### config.mk
export PLATFORM = sky130hd
export DESIGN_NAME = operand_fetch
export DESIGN_NICKNAME = d
export VERILOG_FILES = /design/src/rtl/operand_fetch.sv
export SDC_FILE = /design/constraint.sdc
export NUM_CORES = 2
export LEC_CHECK = 0
export CAP_MARGIN = 20
export CORE_ASPECT_RATIO = 1.25
export CORE_MARGIN = 2
export CORE_UTILIZATION = 59
export DETAILED_ROUTE_END_ITERATION = 10
export HOLD_SLACK_MARGIN = 0.06
export PLACE_DENSITY_LB_ADDON = 0.1
export SYNTH_ARGS = -nofsm -noshare
export SYNTH_HDL_FRONTEND = slang
export SYNTH_SLANG_ARGS = --single-unit
### constraint.sdc
create_clock -name clk -period 25.1 [get_ports clk]
set_input_delay 3.765 -clock clk [delete_from_list [all_inputs] [get_ports clk]]
set_output_delay 3.765 -clock clk [all_outputs]
set_load 0.005 [all_outputs]
### src/rtl/operand_fetch.sv
// Operand-fetch stage: decodes the fetched word, reads the 16x32 register file and
// registers operands, immediate and branch target. Define OF_BYPASS_EN for write-to-read forwarding.
module operand_fetch (
  input  logic        clk,
  input  logic        rst,
  input  logic [31:0] pc,
  input  logic [31:0] instruction,
  input  logic        stall,
  input  logic        flush,
  input  logic        wb_en,
  input  logic [3:0]  wb_addr,
  input  logic [31:0] wb_data,
  output logic [31:0] of_pc,
  output logic [31:0] of_inst,
  output logic        of_valid,
  output logic [31:0] op1,
  output logic [31:0] op2,
  output logic [31:0] imm,
  output logic [31:0] branchTarget,
  output logic [3:0]  rd
);

  localparam logic [31:0] NopInst  = 32'h6800_0000;
  localparam logic [4:0]  OpRet    = 5'b10100;
  localparam logic [4:0]  OpStore  = 5'b01111;
  localparam logic [3:0]  RetAddrReg = 4'd15;

  logic [31:0] regs_q [16];

  logic [31:0] of_pc_q, of_pc_d;
  logic [31:0] of_inst_q, of_inst_d;
  logic        of_valid_q, of_valid_d;
  logic [31:0] op1_q, op1_d;
  logic [31:0] op2_q, op2_d;
  logic [31:0] imm_q, imm_d;
  logic [31:0] branchTarget_q, branchTarget_d;
  logic [3:0]  rd_q, rd_d;

  logic [4:0]  opcode;
  logic [3:0]  rdField, rs1Field, rs2Field;
  logic [3:0]  rdAddr1, rdAddr2;
  logic [31:0] rdData1, rdData2;
  logic [31:0] immDec;
  logic [31:0] branchOffset;

  assign opcode   = instruction[31:27];
  assign rdField  = instruction[25:22];
  assign rs1Field = instruction[21:18];
  assign rs2Field = instruction[17:14];

  // ret reads the return-address register; store reads its data register through rd
  assign rdAddr1 = (opcode == OpRet)   ? RetAddrReg : rs1Field;
  assign rdAddr2 = (opcode == OpStore) ? rdField    : rs2Field;

`ifdef OF_BYPASS_EN
  assign rdData1 = (wb_en && (wb_addr == rdAddr1)) ? wb_data : regs_q[rdAddr1];
  assign rdData2 = (wb_en && (wb_addr == rdAddr2)) ? wb_data : regs_q[rdAddr2];
`else
  assign rdData1 = regs_q[rdAddr1];
  assign rdData2 = regs_q[rdAddr2];
`endif

  always_comb begin
    immDec = {{16{instruction[15]}}, instruction[15:0]};
    case (instruction[17:16])
      2'b01:   immDec = {16'h0000, instruction[15:0]};
      2'b10:   immDec = {instruction[15:0], 16'h0000};
      default: immDec = {{16{instruction[15]}}, instruction[15:0]};
    endcase
  end

  assign branchOffset = {{5{instruction[26]}}, instruction[26:0]} << 2;

  // flush beats stall; a stall alone keeps every captured field
  always_comb begin
    of_pc_d        = of_pc_q;
    of_inst_d      = of_inst_q;
    of_valid_d     = of_valid_q;
    op1_d          = op1_q;
    op2_d          = op2_q;
    imm_d          = imm_q;
    branchTarget_d = branchTarget_q;
    rd_d           = rd_q;
    if (flush) begin
      of_pc_d        = pc;
      of_inst_d      = NopInst;
      of_valid_d     = 1'b0;
      op1_d          = '0;
      op2_d          = '0;
      imm_d          = '0;
      branchTarget_d = '0;
      rd_d           = '0;
    end else if (!stall) begin
      of_pc_d        = pc;
      of_inst_d      = instruction;
      of_valid_d     = 1'b1;
      op1_d          = rdData1;
      op2_d          = rdData2;
      imm_d          = immDec;
      branchTarget_d = pc + branchOffset;
      rd_d           = rdField;
    end
  end

  always_ff @(posedge clk or posedge rst) begin
    if (rst) begin
      of_pc_q        <= '0;
      of_inst_q      <= NopInst;
      of_valid_q     <= 1'b0;
      op1_q          <= '0;
      op2_q          <= '0;
      imm_q          <= '0;
      branchTarget_q <= '0;
      rd_q           <= '0;
    end else begin
      of_pc_q        <= of_pc_d;
      of_inst_q      <= of_inst_d;
      of_valid_q     <= of_valid_d;
      op1_q          <= op1_d;
      op2_q          <= op2_d;
      imm_q          <= imm_d;
      branchTarget_q <= branchTarget_d;
      rd_q           <= rd_d;
    end
  end

  // write-back is independent of stall and flush; r0 is an ordinary register
  always_ff @(posedge clk or posedge rst) begin
    if (rst) begin
      for (int i = 0; i < 16; i++) regs_q[i] <= '0;
    end else if (wb_en) begin
      regs_q[wb_addr] <= wb_data;
    end
  end

  assign of_pc        = of_pc_q;
  assign of_inst      = of_inst_q;
  assign of_valid     = of_valid_q;
  assign op1          = op1_q;
  assign op2          = op2_q;
  assign imm          = imm_q;
  assign branchTarget = branchTarget_q;
  assign rd           = rd_q;

endmodule

After elaboration in Yosys (flattened, before gate mapping)
Index checks and enable logic that the tools add are counted.
{"block": "totals", "regBits": 709, "output_inout_bits": 197, "input_bits": 105, "word_cells": 66}
{"block": "op_classes", "n_eq_ne": 5, "bitwise": 3, "mux": 28, "reduce_logical": 1, "addsub": 1, "n_lt_le_gt_ge": 4}
{"operator": "32-bit two-way mux", "n": 17}
{"operator": "512-bit bitwise mux", "n": 1}
{"operator": "32-bit binary-select mux with 4-bit select", "n": 2}
{"operator": "32-bit demux with 4-bit select", "n": 1}
{"operator": "32-bit case mux with 2 select lines", "n": 1}
{"operator": "32-bit adder", "n": 1}
{"operator": "4-bit two-way mux", "n": 4}
{"operator": "5-bit greater-or-equal comparator (second input constant)", "n": 3}
{"operator": "4-bit inverter with 5-bit output", "n": 3}
{"operator": "5-bit by 4-bit == test with 1-bit output (second input constant)", "n": 1}
{"operator": "5-bit == test (second input constant)", "n": 1}
{"operator": "5-bit by 1-bit less-than comparator with 1-bit output (second input constant)", "n": 1}
{"operator": "2-bit by 1-bit == test with 1-bit output (second input constant)", "n": 1}
{"operator": "2-bit == test (second input constant)", "n": 1}
{"operator": "1-bit two-way mux", "n": 2}
{"operator": "2-bit by 1-bit != test with 1-bit output (second input constant)", "n": 1}
{"operator": "1-bit logical AND", "n": 1}

Longest topological paths before layout
{"block": "logic_depth", "ltp_word": 8, "ltp_mapped": 11, "mapped_depth_nobuf": 11}

Least setup slack after synthesis
OpenSTA, ideal clock, no wires.
{"block": "synth_timing", "path_type": "input to register", "from": "input port pc[2]", "to": "register branchTarget_q[28] (netlist: branchTarget[28])", "setup_time_ps": 128, "t_arrival_ps": 5792, "cell_stages": 11, "required_ps": 24972, "slack_ps": 19180, "n_path_buf": 0, "path_cell_list": "ha_1 -> inv_1 -> fa_1 -> nor2b_1 -> o2111ai_1 -> a211oi_1 -> nor3_1 -> o21ai_0 -> o22a_1 -> mux2i_1 -> nand3_1"}
{"block": "synth_between", "elab_chain_cells": 3}
{"element": "start: declaration", "line": "6", "rtl": "input logic [31:0] pc,"}
{"element": "32-bit adder", "line": "100", "rtl": "branchTarget_d = pc + branchOffset;"}
{"element": "32-bit two-way mux", "line": "93", "rtl": "end else if (!stall) begin"}
{"element": "32-bit two-way mux", "line": "84", "rtl": "if (flush) begin"}
{"element": "end signal: assignment", "line": "122", "rtl": "branchTarget_q <= branchTarget_d;"}
{"element": "end: declaration", "line": "36", "rtl": "logic [31:0] branchTarget_q, branchTarget_d;"}
Every way passes these cells. The select of a mux whose other input is x is not followed.
A chain may end at the register's enable or synchronous reset.

Final worst setup path
{"block": "layout_timing", "from": "input port instruction[28]", "to": "register op2_q[13] (netlist: op2[13])"}
{"block": "layout_between", "elab_chain_cells": 8}
{"element": "start: declaration", "line": "7", "rtl": "input logic [31:0] instruction,"}
{"element": "5-bit by 4-bit == test with 1-bit output", "line": "53", "rtl": "assign rdAddr2 = (opcode == OpStore) ? rdField : rs2Field;"}
{"element": "4-bit two-way mux", "line": "53"}
{"element": "4-bit inverter with 5-bit output (implied by the code)", "line": "60", "rtl": "assign rdData2 = regs_q[rdAddr2];"}
{"element": "32-bit binary-select mux with 4-bit select", "line": "60"}
{"element": "32-bit two-way mux (implied by the code) (2 in series)", "line": "60"}
{"element": "32-bit two-way mux", "line": "93"}
{"element": "32-bit two-way mux", "line": "84"}
{"element": "end signal: assignment", "line": "120", "rtl": "op2_q <= op2_d;"}
{"element": "end: declaration", "line": "34", "rtl": "logic [31:0] op2_q, op2_d;"}
Every way passes these cells. The select of a mux whose other input is x is not followed.

==> results.toml <==
[global_route]
antenna_found_initial = 4
grt_max_degree = 136
grt_pass1_vias = 29400
gr-total-overflow = 0
track_usage = 0.367
grt_pass1_wl_mm = 177

[routing]
drt-initial-drc-count = 3002
drt.antenna.violating_nets = 0
routedWlPerCell_um = 27.6
drt_pass1_iterations = 6
routed_via_density = 6.81
drc = 0
drt-total-wl_mm = 118
vias = 29100

[setup_path]
end_kind = "flip-flop"
critical_path_class = "primary input to flip-flop"
critPathLaunchType = "primary input"
required_ns = 25.59
crit_path_max_fanout = 38
crit_arrival_ns = 7.78

[clock_tree]
clockBufferDepth = 3
cts_sinks = 705
clk_pin_slew_ns = 0.06
cts_tree = "done"
clock_latency_ns = 0.62
post_cts_buffers = 0
h-tree-depth = 3
cts_hold_buf = 0
clock_tree.root_cell = "clkbuf_16"
cts_resized = 0
numCtsBuffers = 71

[placed_design]
port_buffers = 301
dp_hpwl_mm = 67.6
gp_congestion = 0.926
dp_slack_ns = 17.25
place_inst = 4136

[pwr]
ir_worst_vdd_mv = 0.0539
leakagePower_nw = 18.2
power_density_nw_per_um2 = 78.4

[logic_synthesis]
synth.avg_cell_area_um2 = 11.3
yosysSeqAreaShare = 0.483
ys_types = 74
ys.flop_type = "dfrtp_1"
synthTopCellsByCount = "dfrtp_1 (702), mux2_2 (543), nand2_1 (334)"
ys_ff_latch = 705
yosys.area.top_type = "dfrtp_1"
synthCells = 3233
syn_nets = 3370
synth_warnings = 0
synth-edff-count = 0
ys_async_sr_fraction = 1.00
synth_area_um2 = 36500
synth.area.top_cells = "dfrtp_1 (48%), mux2_2 (17%), mux2i_1 (5.6%)"
synth_top_area_frac = 0.481
yosysMostFrequentCell = "dfrtp_1"

[floorplanning]
dieHeight_um = 282
dieArea_um2 = 63900
die_x_um = 227
start_util = 0.593
pin_count = 302
num_rows = 102
fp.coreArea_um2 = 61600

[cells_and_area]
fin_cells = 4264
syn2layout_area_growth_pct = 16.0
fin_util = 0.687
nets = 3516
drive_gt1_frac = 0.235

[sta]
setup_tns_ns = 0
grt_setup_unrepaired = "no"
period_minus_slack_ns = 7.29
worst_pin_slew_ns = 1.18
fin_crit_sh = 0.291
slew_headroom = 0.216
hold_viol_final = 0
maxSlewViolCount = 0
worst_slack_ns = 17.81
fmax_mhz = 137
hold_ws_ns = 0.477
setup_viol = 0
finClkSkew_ns = 0.0171

[job]
max-cap-violations = 0

[worst_hold_path]
hp-class = "flip-flop to flip-flop"

[outcome]
outcome = "finished, final reports clean"
[metrics by stage]
| stage | total power, W | area (um^2) |
|---|---|---|
| 6_report | 0.00332 | 42400 |
| 3_3_place_gp | 0.00221 | 40000 |
| 4_1_cts | 0.00332 | 42300 |
| 5_1_grt | 0.00346 | 42400 |
| 3_5_place_dp | 0.00225 | 40000 |
| 2_1_floorplan | 0.00199 | 36500 |
[per-layer routing]
| layer | routed length, um | global-route usage | share of wire |
|---|---|---|---|
| met1 | 44400 | 0.468 | 0.38 |
| met2 | 55900 | 0.604 | 0.48 |
| met3 | 11100 | 0.0651 | 0.094 |
| met4 | 6150 | 0.188 | 0.052 |
| met5 | 27 | 0 | 0.00023 |
[placed cells by master (no fill, tap or decap), types with 6 or more instances in the layout]
master and n:
nor2b_1 20, a22oi_1 56, xor2_1 13, o211ai_1 33, buf_4 58, mux4_2 47, a21o_1 15, clkbuf_1 17
ha_1 31, and3_1 37, mux2_2 543, o31ai_1 6, nor3_1 15, clkdlybuf4s50_1 299, o21ai_0 86, nand3_1 42
o41ai_1 14, mux2i_1 204, xnor2_1 10, nor2_4 16, a21oi_1 201, dfrtp_1 702, a211oi_1 17, clkbuf_16 75
inv_1 14, o221ai_1 34, clkinv_2 8, a221oi_1 16, clkbuf_8 17, a221o_1 28, o22ai_1 89, nand2_1 332
a2111oi_0 17, o21a_1 6, a22o_1 16, a311oi_1 12, nor2_1 156, a31oi_1 36, nand4_1 8
[worst max-delay path, cell delays in order]
cell             delay, ns
clkdlybuf4s50_1       0.52
and3_4                0.22
nand3b_4              0.21
mux2_4                0.55
buf_4                 0.40
nor2_4                0.79
buf_4                 0.54
a21oi_1               0.13
nor2_1                0.09
a2111oi_0             0.08
o41ai_1               0.45
[cell families (layout without fill, tap and decap cells)]
kind of cell               count (synthesis)  after routing  share of synthesized area
muxes                                    803            803                      0.258
AOI/OAI and AO/OA                        705            705                      0.127
DFF                                      705            705                      0.483
and+or+nand+nor                          662            662                     0.0781
buffers and inverters                    303            499                     0.0368
adders and majority gates                 32             32                     0.0112
xor gates and xnor gates                  23             23                    0.00551
other                                      0              3                          0
[final cells by class]
type | instances | area [um^2]
Antenna cell | 3 | 7.51
Clock buffer | 109 | 2170
Clock inverter | 14 | 156
Fill cell | 4584 | 19300
Inverter | 16 | 67.6
Multi-Input combinational cell | 2225 | 17800
Sequential cell | 705 | 17600
Tap cell | 832 | 1040
Timing Repair Buffer | 360 | 3490
[power by group]
group	switching (W)	internal (W)	leakage (nW)
clock	0.000445	0.000626	1.15
combinational	0.000324	0.000376	8.24
sequential	0.000190	0.00136	8.79
[registers in the layout, summed over array words and instances, names as in the netlist]
signal / cells
of_inst: 32
op1: 32
of_valid: 1
imm: 32
of_pc: 32
regs_q: 512
branchTarget: 32
op2: 32
[path summary, 6_finish.rpt]
check	start	to	slack, ns	cells after the start
max	instruction[28]	op2[13]$_DFFE_PP0P_	17.81	11
min	imm[24]$_DFFE_PP0P_	imm[24]$_DFFE_PP0P_	0.48	2
max reg2reg	regs_q[5]$_DFFE_PP0P_	op1[5]$_DFFE_PP0P_	23.68	3
min reg2reg	imm[24]$_DFFE_PP0P_	imm[24]$_DFFE_PP0P_	0.48	2
max in group asynchronous	rst	of_inst[9]$_DFFE_PP0P_	18.87	4
min in group asynchronous	rst	of_inst[25]$_DFFE_PP0P_	3.74	2
(Power assumes the default switching activity.)
